File: src/rtl/lifo_rev_pkg.sv
// -----------------------------------------------------------------------------
// lifo_rev_pkg
// Shared definitions for the LIFO stream reverser:
//   - default data width, LIFO depth and LIFO read latency
//   - controller state encoding (FILL / DRAIN)
//   - CNT_W(): width of a counter that must hold the values 0..n
// -----------------------------------------------------------------------------
package lifo_rev_pkg;

  localparam int DEF_W      = 8;
  localparam int DEF_DEPTH  = 8;
  localparam int DEF_RD_LAT = 2;

  typedef enum logic [0:0] {
    ST_FILL  = 1'b0,
    ST_DRAIN = 1'b1
  } state_e;

  // Width needed to represent every value 0..n inclusive.
  function automatic int CNT_W(input int n);
    if (n < 1) begin
      return 1;
    end else begin
      return $clog2(n + 1);
    end
  endfunction

endpackage

File: src/rtl/lifo_stream_reverser_buf.sv
// -----------------------------------------------------------------------------
// rev_out_buf
// Small synchronous FIFO that holds popped LIFO words ({last, data}) until the
// downstream consumer takes them. Contents and pointers are plain registers, so
// the head entry stays stable while the consumer stalls.
// Ports:
//   clock, reset  rising-edge clock, synchronous active-high reset
//   flush         drop all entries (synchronous)
//   wr_en/wr_data push one {last, data} entry (ignored when full)
//   rd_en         pop the head entry (ignored when empty)
//   rd_data       head entry
//   valid         buffer not empty
//   occ           number of stored entries
// -----------------------------------------------------------------------------
module rev_out_buf
  import lifo_rev_pkg::*;
#(
  parameter int W       = DEF_W,
  parameter int ENTRIES = DEF_RD_LAT + 1
) (
  input  logic                       clock,
  input  logic                       reset,
  input  logic                       flush,
  input  logic                       wr_en,
  input  logic [W:0]                 wr_data,
  input  logic                       rd_en,
  output logic [W:0]                 rd_data,
  output logic                       valid,
  output logic [CNT_W(ENTRIES)-1:0]  occ
);

  localparam int PW = (ENTRIES > 1) ? $clog2(ENTRIES) : 1;
  localparam int OW = CNT_W(ENTRIES);

  logic [W:0]    mem_q [ENTRIES];
  logic [PW-1:0] wr_ptr_q;
  logic [PW-1:0] rd_ptr_q;
  logic [OW-1:0] occ_q;
  logic          do_wr_s;
  logic          do_rd_s;

  // Pointers wrap explicitly because ENTRIES need not be a power of two.
  function automatic logic [PW-1:0] ptr_inc(input logic [PW-1:0] p);
    if (p == PW'(ENTRIES - 1)) begin
      return '0;
    end else begin
      return p + PW'(1);
    end
  endfunction

  assign do_wr_s = wr_en && (occ_q != OW'(ENTRIES));
  assign do_rd_s = rd_en && (occ_q != '0);

  // Pointer and occupancy bookkeeping.
  always_ff @(posedge clock) begin
    if (reset || flush) begin
      wr_ptr_q <= '0;
      rd_ptr_q <= '0;
      occ_q    <= '0;
    end else begin
      if (do_wr_s) begin
        wr_ptr_q <= ptr_inc(wr_ptr_q);
      end
      if (do_rd_s) begin
        rd_ptr_q <= ptr_inc(rd_ptr_q);
      end
      occ_q <= occ_q + OW'(do_wr_s) - OW'(do_rd_s);
    end
  end

  // Storage array; cleared on reset so out_last never shows stale data.
  always_ff @(posedge clock) begin
    if (reset) begin
      for (int i = 0; i < ENTRIES; i++) begin
        mem_q[i] <= '0;
      end
    end else if (do_wr_s && !flush) begin
      mem_q[wr_ptr_q] <= wr_data;
    end
  end

  assign rd_data = mem_q[rd_ptr_q];
  assign valid   = (occ_q != '0);
  assign occ     = occ_q;

endmodule

File: src/rtl/lifo_stream_reverser.sv
// -----------------------------------------------------------------------------
// lifo_stream_reverser
// Master side of a LIFO: FILL pushes one upstream frame into the LIFO, DRAIN
// pops it back out so the frame leaves in reverse order.
// Ports:
//   clock, reset              rising-edge clock, synchronous active-high reset
//   in_valid/in_ready/in_data/in_last      upstream valid/ready stream
//   out_valid/out_ready/out_data/out_last  downstream reversed stream
//   lifo_wn/lifo_rn/lifo_datain            push/pop strobes and push data
//   lifo_dataout/lifo_full/lifo_empty      LIFO pop data (RD_LAT after rn), flags
//   err_split   1-cycle pulse: frame longer than DEPTH was cut into two frames
//   err_under   1-cycle pulse: LIFO ran empty while words were still expected
// -----------------------------------------------------------------------------
module lifo_stream_reverser
  import lifo_rev_pkg::*;
#(
  parameter int W      = DEF_W,
  parameter int DEPTH  = DEF_DEPTH,
  parameter int RD_LAT = DEF_RD_LAT
) (
  input  logic         clock,
  input  logic         reset,
  input  logic         in_valid,
  output logic         in_ready,
  input  logic [W-1:0] in_data,
  input  logic         in_last,
  output logic         out_valid,
  input  logic         out_ready,
  output logic [W-1:0] out_data,
  output logic         out_last,
  output logic         lifo_wn,
  output logic         lifo_rn,
  output logic [W-1:0] lifo_datain,
  input  logic [W-1:0] lifo_dataout,
  input  logic         lifo_full,
  input  logic         lifo_empty,
  output logic         err_split,
  output logic         err_under
);

  localparam int CW = CNT_W(DEPTH);
  localparam int BD = RD_LAT + 1;     // output buffer entries
  localparam int OW = CNT_W(BD);
  localparam logic [CW-1:0] DEPTH_C = CW'(DEPTH);
  localparam logic [OW:0]   BD_C    = (OW + 1)'(BD);

  state_e              state_q, state_d;
  logic [CW-1:0]       cnt_q, cnt_d, rem_q, rem_d, cnt_inc_s;
  logic [RD_LAT-1:0]   pipe_vld_q, pipe_vld_d, pipe_last_q, pipe_last_d;
  logic [OW-1:0]       inflight_q, inflight_d;
  logic                err_split_q, err_split_d, err_under_q, err_under_d;
  logic                accept_s, pop_s, want_issue_s, issue_s, under_s;
  logic                capture_s, frame_done_s;
  logic [OW:0]         credit_s;
  logic [W:0]          buf_rd_s;
  logic                buf_vld_s;
  logic [OW-1:0]       buf_occ_s;

  assign in_ready  = !reset && (state_q == ST_FILL) && !lifo_full && (cnt_q < DEPTH_C);
  assign accept_s  = in_valid && in_ready;
  assign cnt_inc_s = cnt_q + CW'(1);

  assign pop_s        = buf_vld_s && out_ready;
  assign frame_done_s = pop_s && buf_rd_s[W];

  // Words in flight plus buffered words, less the one leaving this cycle, must
  // stay below the buffer size; counting the same-cycle pop keeps full rate.
  assign credit_s     = {1'b0, inflight_q} + {1'b0, buf_occ_s} - {{OW{1'b0}}, pop_s};
  assign want_issue_s = !reset && (state_q == ST_DRAIN) && (rem_q != '0) && (credit_s < BD_C);
  assign issue_s      = want_issue_s && !lifo_empty;
  assign under_s      = want_issue_s && lifo_empty;
  assign capture_s    = pipe_vld_q[RD_LAT-1];

  assign lifo_wn     = accept_s;
  assign lifo_rn     = issue_s;
  assign lifo_datain = in_data;

  // Next-state logic: FSM, counters, read-latency tag pipe and credit count.
  always_comb begin
    state_d     = state_q;
    cnt_d       = cnt_q;
    rem_d       = rem_q;
    err_split_d = 1'b0;
    err_under_d = 1'b0;
    pipe_vld_d  = pipe_vld_q;
    pipe_last_d = pipe_last_q;
    for (int i = RD_LAT - 1; i > 0; i--) begin
      pipe_vld_d[i]  = pipe_vld_q[i-1];
      pipe_last_d[i] = pipe_last_q[i-1];
    end
    pipe_vld_d[0]  = issue_s;
    pipe_last_d[0] = (rem_q == CW'(1));
    inflight_d     = inflight_q + OW'(issue_s) - OW'(capture_s);

    case (state_q)
      ST_FILL: begin
        if (accept_s) begin
          cnt_d = cnt_inc_s;
          if (in_last || (cnt_inc_s == DEPTH_C)) begin
            state_d     = ST_DRAIN;
            rem_d       = cnt_inc_s;
            err_split_d = !in_last;
          end else begin
            state_d = ST_FILL;
          end
        end else begin
          cnt_d = cnt_q;
        end
      end
      ST_DRAIN: begin
        if (under_s) begin
          state_d     = ST_FILL;
          cnt_d       = '0;
          rem_d       = '0;
          err_under_d = 1'b1;
          pipe_vld_d  = '0;
          inflight_d  = '0;
        end else if (frame_done_s) begin
          state_d = ST_FILL;
          cnt_d   = '0;
        end else if (issue_s) begin
          rem_d = rem_q - CW'(1);
        end else begin
          rem_d = rem_q;
        end
      end
      default: begin
        state_d = ST_FILL;
        cnt_d   = '0;
        rem_d   = '0;
      end
    endcase
  end

  // State registers.
  always_ff @(posedge clock) begin
    if (reset) begin
      state_q     <= ST_FILL;
      cnt_q       <= '0;
      rem_q       <= '0;
      pipe_vld_q  <= '0;
      pipe_last_q <= '0;
      inflight_q  <= '0;
      err_split_q <= 1'b0;
      err_under_q <= 1'b0;
    end else begin
      state_q     <= state_d;
      cnt_q       <= cnt_d;
      rem_q       <= rem_d;
      pipe_vld_q  <= pipe_vld_d;
      pipe_last_q <= pipe_last_d;
      inflight_q  <= inflight_d;
      err_split_q <= err_split_d;
      err_under_q <= err_under_d;
    end
  end

  rev_out_buf #(
    .W       (W),
    .ENTRIES (BD)
  ) u_buf (
    .clock   (clock),
    .reset   (reset),
    .flush   (under_s),
    .wr_en   (capture_s),
    .wr_data ({pipe_last_q[RD_LAT-1], lifo_dataout}),
    .rd_en   (pop_s),
    .rd_data (buf_rd_s),
    .valid   (buf_vld_s),
    .occ     (buf_occ_s)
  );

  assign out_valid = buf_vld_s;
  assign out_data  = buf_rd_s[W-1:0];
  assign out_last  = buf_vld_s && buf_rd_s[W];
  assign err_split = err_split_q;
  assign err_under = err_under_q;

endmodule

File: config.mk
export PLATFORM = sky130hd
export DESIGN_NAME = lifo_stream_reverser
export DESIGN_NICKNAME = d
export VERILOG_FILES = /design/src/rtl/lifo_rev_pkg.sv /design/src/rtl/lifo_stream_reverser_buf.sv /design/src/rtl/lifo_stream_reverser.sv
export SDC_FILE = /design/constraint.sdc
export NUM_CORES = 1
export LEC_CHECK = 0
export BUFFER_PORTS_ARGS = -buffer_cell sky130_fd_sc_hd__buf_2
export CORE_MARGIN = 2
export CORE_UTILIZATION = 40
export CTS_CLUSTER_SIZE = 12
export DETAILED_ROUTE_END_ITERATION = 8
export PLACE_DENSITY = 0.63
export SLEW_MARGIN = 20
export SYNTH_ARGS = -nofsm -noshare
export SYNTH_HDL_FRONTEND = slang
export SYNTH_HIERARCHICAL = 1
export SYNTH_SLANG_ARGS = --single-unit
File: constraint.sdc
create_clock -name clock -period 3.7 [get_ports clock]
set_input_delay 0.185 -clock clock [delete_from_list [all_inputs] [get_ports clock]]
set_output_delay 0.185 -clock clock [all_outputs]
set_load 0.03 [all_outputs]
### Word-level counts from Yosys, hierarchy flattened

Memory sizes are Yosys's and may differ from the RTL's. A register that Yosys moved wholly into a read port is not among the register bits.
Index checks and enable logic that the tools add are counted.

* $add $sub $neg: 10
* $mul: 0
* divide/modulo/power cells: 0
* magnitude comparators: 2
* equal/unequal tests: 10
* shift-type cells: 0
* multiplexer cells: 32
* bitwise gates (word level): 3
* reduce and logical (&&, ||, !) cells: 29

Operator list (count)
* 4-bit two-way mux: 8
* 2-bit two-way mux: 9
* 4-bit one-hot mux with 2 select lines: 2
* 1-bit logical AND: 15
* 1-bit two-way mux: 11
* 9-bit two-way mux: 1
* 9-bit OR reduction: 1
* 3-bit by 1-bit inequality test with 1-bit output, second input constant: 2
* 1-bit zero test: 5
* 2-bit by 1-bit adder with 2-bit output: 2
* 2-bit by 1-bit adder with 2-bit output, second input constant: 2
* 4-bit by 1-bit adder with 4-bit output, second input constant: 1
* 2-bit == test, second input constant: 2
* 4-bit by 1-bit == test with 1-bit output, second input constant: 1
* 4-bit == test, second input constant: 1
* 4-bit less-than comparator, second input constant: 1
* 2-bit inequality test, second input constant: 2
* 4-bit AND reduction: 1
* 4-bit nonzero test: 1
* 4-bit OR reduction: 1
* 2-bit by 1-bit subtractor with 2-bit output: 2
* 4-bit by 1-bit subtractor with 4-bit output, second input constant: 1
* 2-bit by 2-bit adder with 3-bit output: 1
* 3-bit by 2-bit less-than comparator with 1-bit output, second input constant: 1
* other kinds (9): 12

* flip-flop bits (word level): 23
* latch bits: 0
* RAM bits: 27
* bits in read-only memories: 0
* bits of input ports: 23
* output and inout port bits: 23
* word-level logic and storage cells: 98
* memories: 1

Memory list
* u_buf.mem_q: depth 3, bits a word 9, read ports 1, clocked after Yosys merged registers in 1, write ports 3, line lifo_stream_reverser_buf.sv:35 `logic [W:0] mem_q [ENTRIES];`

### Logic depth before layout (Yosys ltp)

* depth in word-level cells: 13
* gate-level depth with buffers: 14

### Modules after synthesis

Netlist, hierarchy kept.

Modules (own cells, without submodules)
* rev_out_buf: times used 1, cells an instance 127, area an instance 1998.2 µm², seq. area each 1241.2 µm²
* lifo_stream_reverser: times used 1, cells an instance 118, area an instance 1028.5 µm², seq. area each 340.3 µm²

### Least setup slack after synthesis

Ideal clock, no wire load.

* path type: register to register
* start point: register u_buf.occ_q[0] (netlist: u_buf/occ[0])
* end point: memory u_buf/mem_q[3][0] in the netlist's numbering (enable)
* data arrival time: 3285 ps
* path slack: 16 ps
* stages on the path, launching flop included: 12
* period minus slack after synthesis: 3684 ps
* path through: dfxtp_1 > or2_2 > nand2_1 > xnor2_1 > ha_1 > inv_1 > fa_1 > o2111a_1 > nand2_1 > inv_2 > buf_6 > nor4_1

RTL lines
* start: declaration: line lifo_stream_reverser_buf.sv:38 `logic [OW-1:0] occ_q;`
* start signal: assignment: line lifo_stream_reverser_buf.sv:67 `occ_q <= occ_q + OW'(do_wr_s) - OW'(do_rd_s);`
* end: declaration: line lifo_stream_reverser_buf.sv:35

==> summary.md <==
| Metric | Value |
|---|---|
| Chip width | 91.0 microns |
| Register Area | 1580 sq um |
| Final number of hold-violating endpoints | 0 |
| Met2 WL | 2.64 mm |
| Post-route ant nets | 0 |
| Max-Cap Viols | 0 |
| Relative slew slack | 63.1% |
| R2R setup slack | 300 ps |
| RD Place Congestion | 0.823 |
| Req. time, crit path | 3740 ps |
| Hpwl dp | 3.79 mm |
| Via density | 5.03 |
| Met3 wire length | 287 microns |
| Layout cells sized above 1 | 32.7% |
| # DRC | 0 |
| Area contributors post-synth | edfxtp_1, dfxtp_1, mux4_2 |
| Std cell rows | 31 |
| Asr flop ratio synth | 0% |
| Clk slew on worst S/H paths | 70 ps |
| Leak pwr | 1.33 nW |
| Layout Cells excl Fill | 377 |
| PwrDens | 441 nW/um^2 |
| Crit-path slowest cell | or4b_4 |
| WL/cell | 14.5 microns |
| Mapped Nets | 278 |
| RSZ-0062 raised after global routing | false |
| DIE HEIGHT | 91.0 microns |
| CP Class | reg -> reg |
| Uppermost routed layer | met4 |
| Cts repair resizes | 0 |
| Tot Pwr | 0.00154 W |
| Final WS setup | 298 ps |
| WL met1 | 2.48 mm |
| Setup TNS | 0 ps |
| Worst-path fanout max | 15 |
| Area grow syn2layout | 14.9% |
| Fillers | 682 |
| Highest ir drop seen on vdd | 159 uV |
| Clk_skew | 9.87 ps |
| Vias in the first global route | 1857 |
| Inst Count DP | 361 |
| CP Launch Type | register |
| Sequential fraction of the synthesis area | 52.3% |
| Crit path capture type | register |
| Clock buffer depth | 2 |
| CTS tree | done |
| Initial antenna violation count | 0 |
| First-pass GRT wire length | 9.07 mm |
| Commonest non-fill, non-tap cell in the layout | edfxtp_1 |
| Clock period minus worst slack | 3400 ps |
| Synthesis Warnings | 6 |
| Top cell type by total area after synthesis | edfxtp_1 |
| Setup Viol. Count Final | 0 |
| Syn Std Cell Area | 3030 sq um |
| Yosys reg bits | 61 |
| FF-to-FF End | u_buf/mem_q[1][0] |
| Status | finished, final reports clean |
| Pre-CTS WS | 314 ps |
| Setup Buffers After CTS | 0 |
| # hold bufs at CTS | 0 |
| Nets@finish | 306 |
| WHS Path Cells | 1 |
| Clock Latency Late Sink | 340 ps |
| Critical-path cell list | or2_2, nand2_1, xnor2_1, ha_1, inv_1, fa_1, o2111a_1, nand2_1, inv_2, or4b_4, o21bai_1, buf_4 |
| Synth Instances | 245 |
| Critical path arrival | 3450 ps |
| Gr ovfl total | 0 |
| Max Slew Vio Count | 0 |
| Most frequent cells in the layout | edfxtp_1, buf_2, inv_1, dfxtp_1, nor3_1 |
| Die area | 8280 sq um |
| Synth cell types | 58 |
| Fmax | 0.294 GHz |
| Worst Tran Pin Value | 553 ps |
| Initial Utilization | 41.5% |
| Antenna diodes | 0 |
| Slowest cell delay on critical path | 640 ps |
| Final wirelength | 5.46 mm |
| Clk sinks | 61 |
| Port-buffer cells | 29 |
| Startpoint of the worst hold path | lifo_dataout[5] |
| Area used by multi-input combinational logic | 1210 sq um |
| H-tree Lvls | 3 |
| Most used DFF post-synth | edfxtp_1 |
| TritonCTS buffer count | 9 |
| Initial DRT Pass Iterations | 4 |
| Top Ports | 46 |
| Core ar. | 7290 sq um |
| Via count | 1895 |
| Number of synthesized flops with an enable pin | 36 |
| WHS Endpoint | u_buf/mem_q[3][5] |
| Starting DRT DRC Count | 77 |
| Reg2Reg Depth | 12 |
| Ratio of final minimum period to clock period | 91.9% |
| Area share of the largest cell type after synthesis | 35.7% |
| Hold Path Class | in -> reg |
| Syn Area/Cell | 12.4 sq um |
| GRT Resource Usage Total | 14.0% |
| R2R Path Start | u_buf/occ[0] |
| Largest net degree at the start of global routing | 35 |
| CTS Root Cell | clkbuf_8 |
| Worst path most repeated cell | nand2_1 |
## layer usage
| layer | vias to the layer above | global-route usage (%) |
|---|---|---|
| met2 | 32 | 21.9 |
| met3 | 8 | 4.73 |
| met4 | 0 | 5.81 |
| met1 | 908 | 17.8 |
| met5 | - | 0 |
| li1 | 947 | - |
## critical path: cells and delay by family, from the launching register on
| kind | cells | cell delay (ps) |
|---|---|---|
| XOR/XNOR | 1 | 140 |
| AO/OA/AOI/OAI | 2 | 420 |
| buffers and inverters | 3 | 370 |
| flip-flops | 1 | 360 |
| AND/OR/NAND/NOR | 4 | 1190 |
| adder cells (fa/ha/maj) | 2 | 620 |
## state kept, by name, summed over array words and instances, names as in the netlist, named ones only
| signal | flops |
|---|---|
| err_under | 1 |
| pipe_last_q | 2 |
| state_q | 1 |
| inflight_q | 2 |
| err_split | 1 |
| u_buf/occ | 2 |
| cnt_q | 4 |
| pipe_vld_q | 2 |
| u_buf/wr_ptr_q | 2 |
| rem_q | 4 |
| u_buf/mem_q | 36 |
| u_buf/rd_ptr_q | 2 |
## cells in the mapped netlist, drive strengths merged, types with 4 or more instances
cell	count
a21oi	11
a221oi	4
buf	19
dfxtp	25
edfxtp	36
ha	9
inv	26
mux4	9
nand2	4
nor2	8
nor3	31
o21ai	4
xnor2	5
## metrics by stage
stage                     area, sq um  hold WS [ps]  utilization, %
after floorplan                  3030           257               -
after global placement           3230           370            44.3
after detailed placement         3230           370            44.3
after CTS                        3480          17.8            47.7
after global routing             3480          17.2            47.7
final                            3480          36.2            47.7
## worst max-delay path by stage
| stage | from | to | slack (ps) | cells past startpoint |
|---|---|---|---|---|
| after floorplan | u_buf/occ[0] | u_buf/mem_q[3][0] | 20 | 11 |
| after global placement | u_buf/occ[0] | u_buf/mem_q[1][3] | 380 | 12 |
| after detailed placement | u_buf/occ[0] | u_buf/mem_q[1][2] | 310 | 13 |
| after CTS | u_buf/occ[0] | u_buf/mem_q[1][0] | 280 | 12 |
| after global routing | u_buf/occ[0] | u_buf/mem_q[1][4] | 110 | 12 |
| final | u_buf/occ[0] | u_buf/mem_q[1][0] | 300 | 12 |
## kinds of logic (layout without fill, tap and decap cells)
| family | count (synthesis) | count (layout) | share of synthesized area [%] |
|---|---|---|---|
| compound gates | 34 | 34 | 8.35 |
| xor+xnor | 8 | 8 | 2.77 |
| fa+ha+maj | 10 | 10 | 4.38 |
| buf+inv | 48 | 81 | 7.98 |
| flops | 61 | 61 | 52.3 |
| mux | 13 | 13 | 8.10 |
| simple gates | 71 | 71 | 16.2 |
## power by group
part | total [W] | internal [W] | leakage [nW] | switching [W]
Sequential | 0.000736 | 0.000729 | 0.562 | 0.00000680
Combinational | 0.0000753 | 0.0000276 | 0.651 | 0.0000477
Clock | 0.000724 | 0.000450 | 0.120 | 0.000274
Total | 0.00154 | 0.00121 | 1.33 | 0.000328
## layout make-up
type                       count  share of cell area (%)
tap                           99                    3.56
sequential                    61                    45.5
timing repair buffer          38                    6.12
multi-input combinational    136                    34.8
clock buffer                   9                    3.56
clock inverter                 7                    3.56
inverter                      27                    2.91
Note: power is estimated with default switching activity, not from simulation.
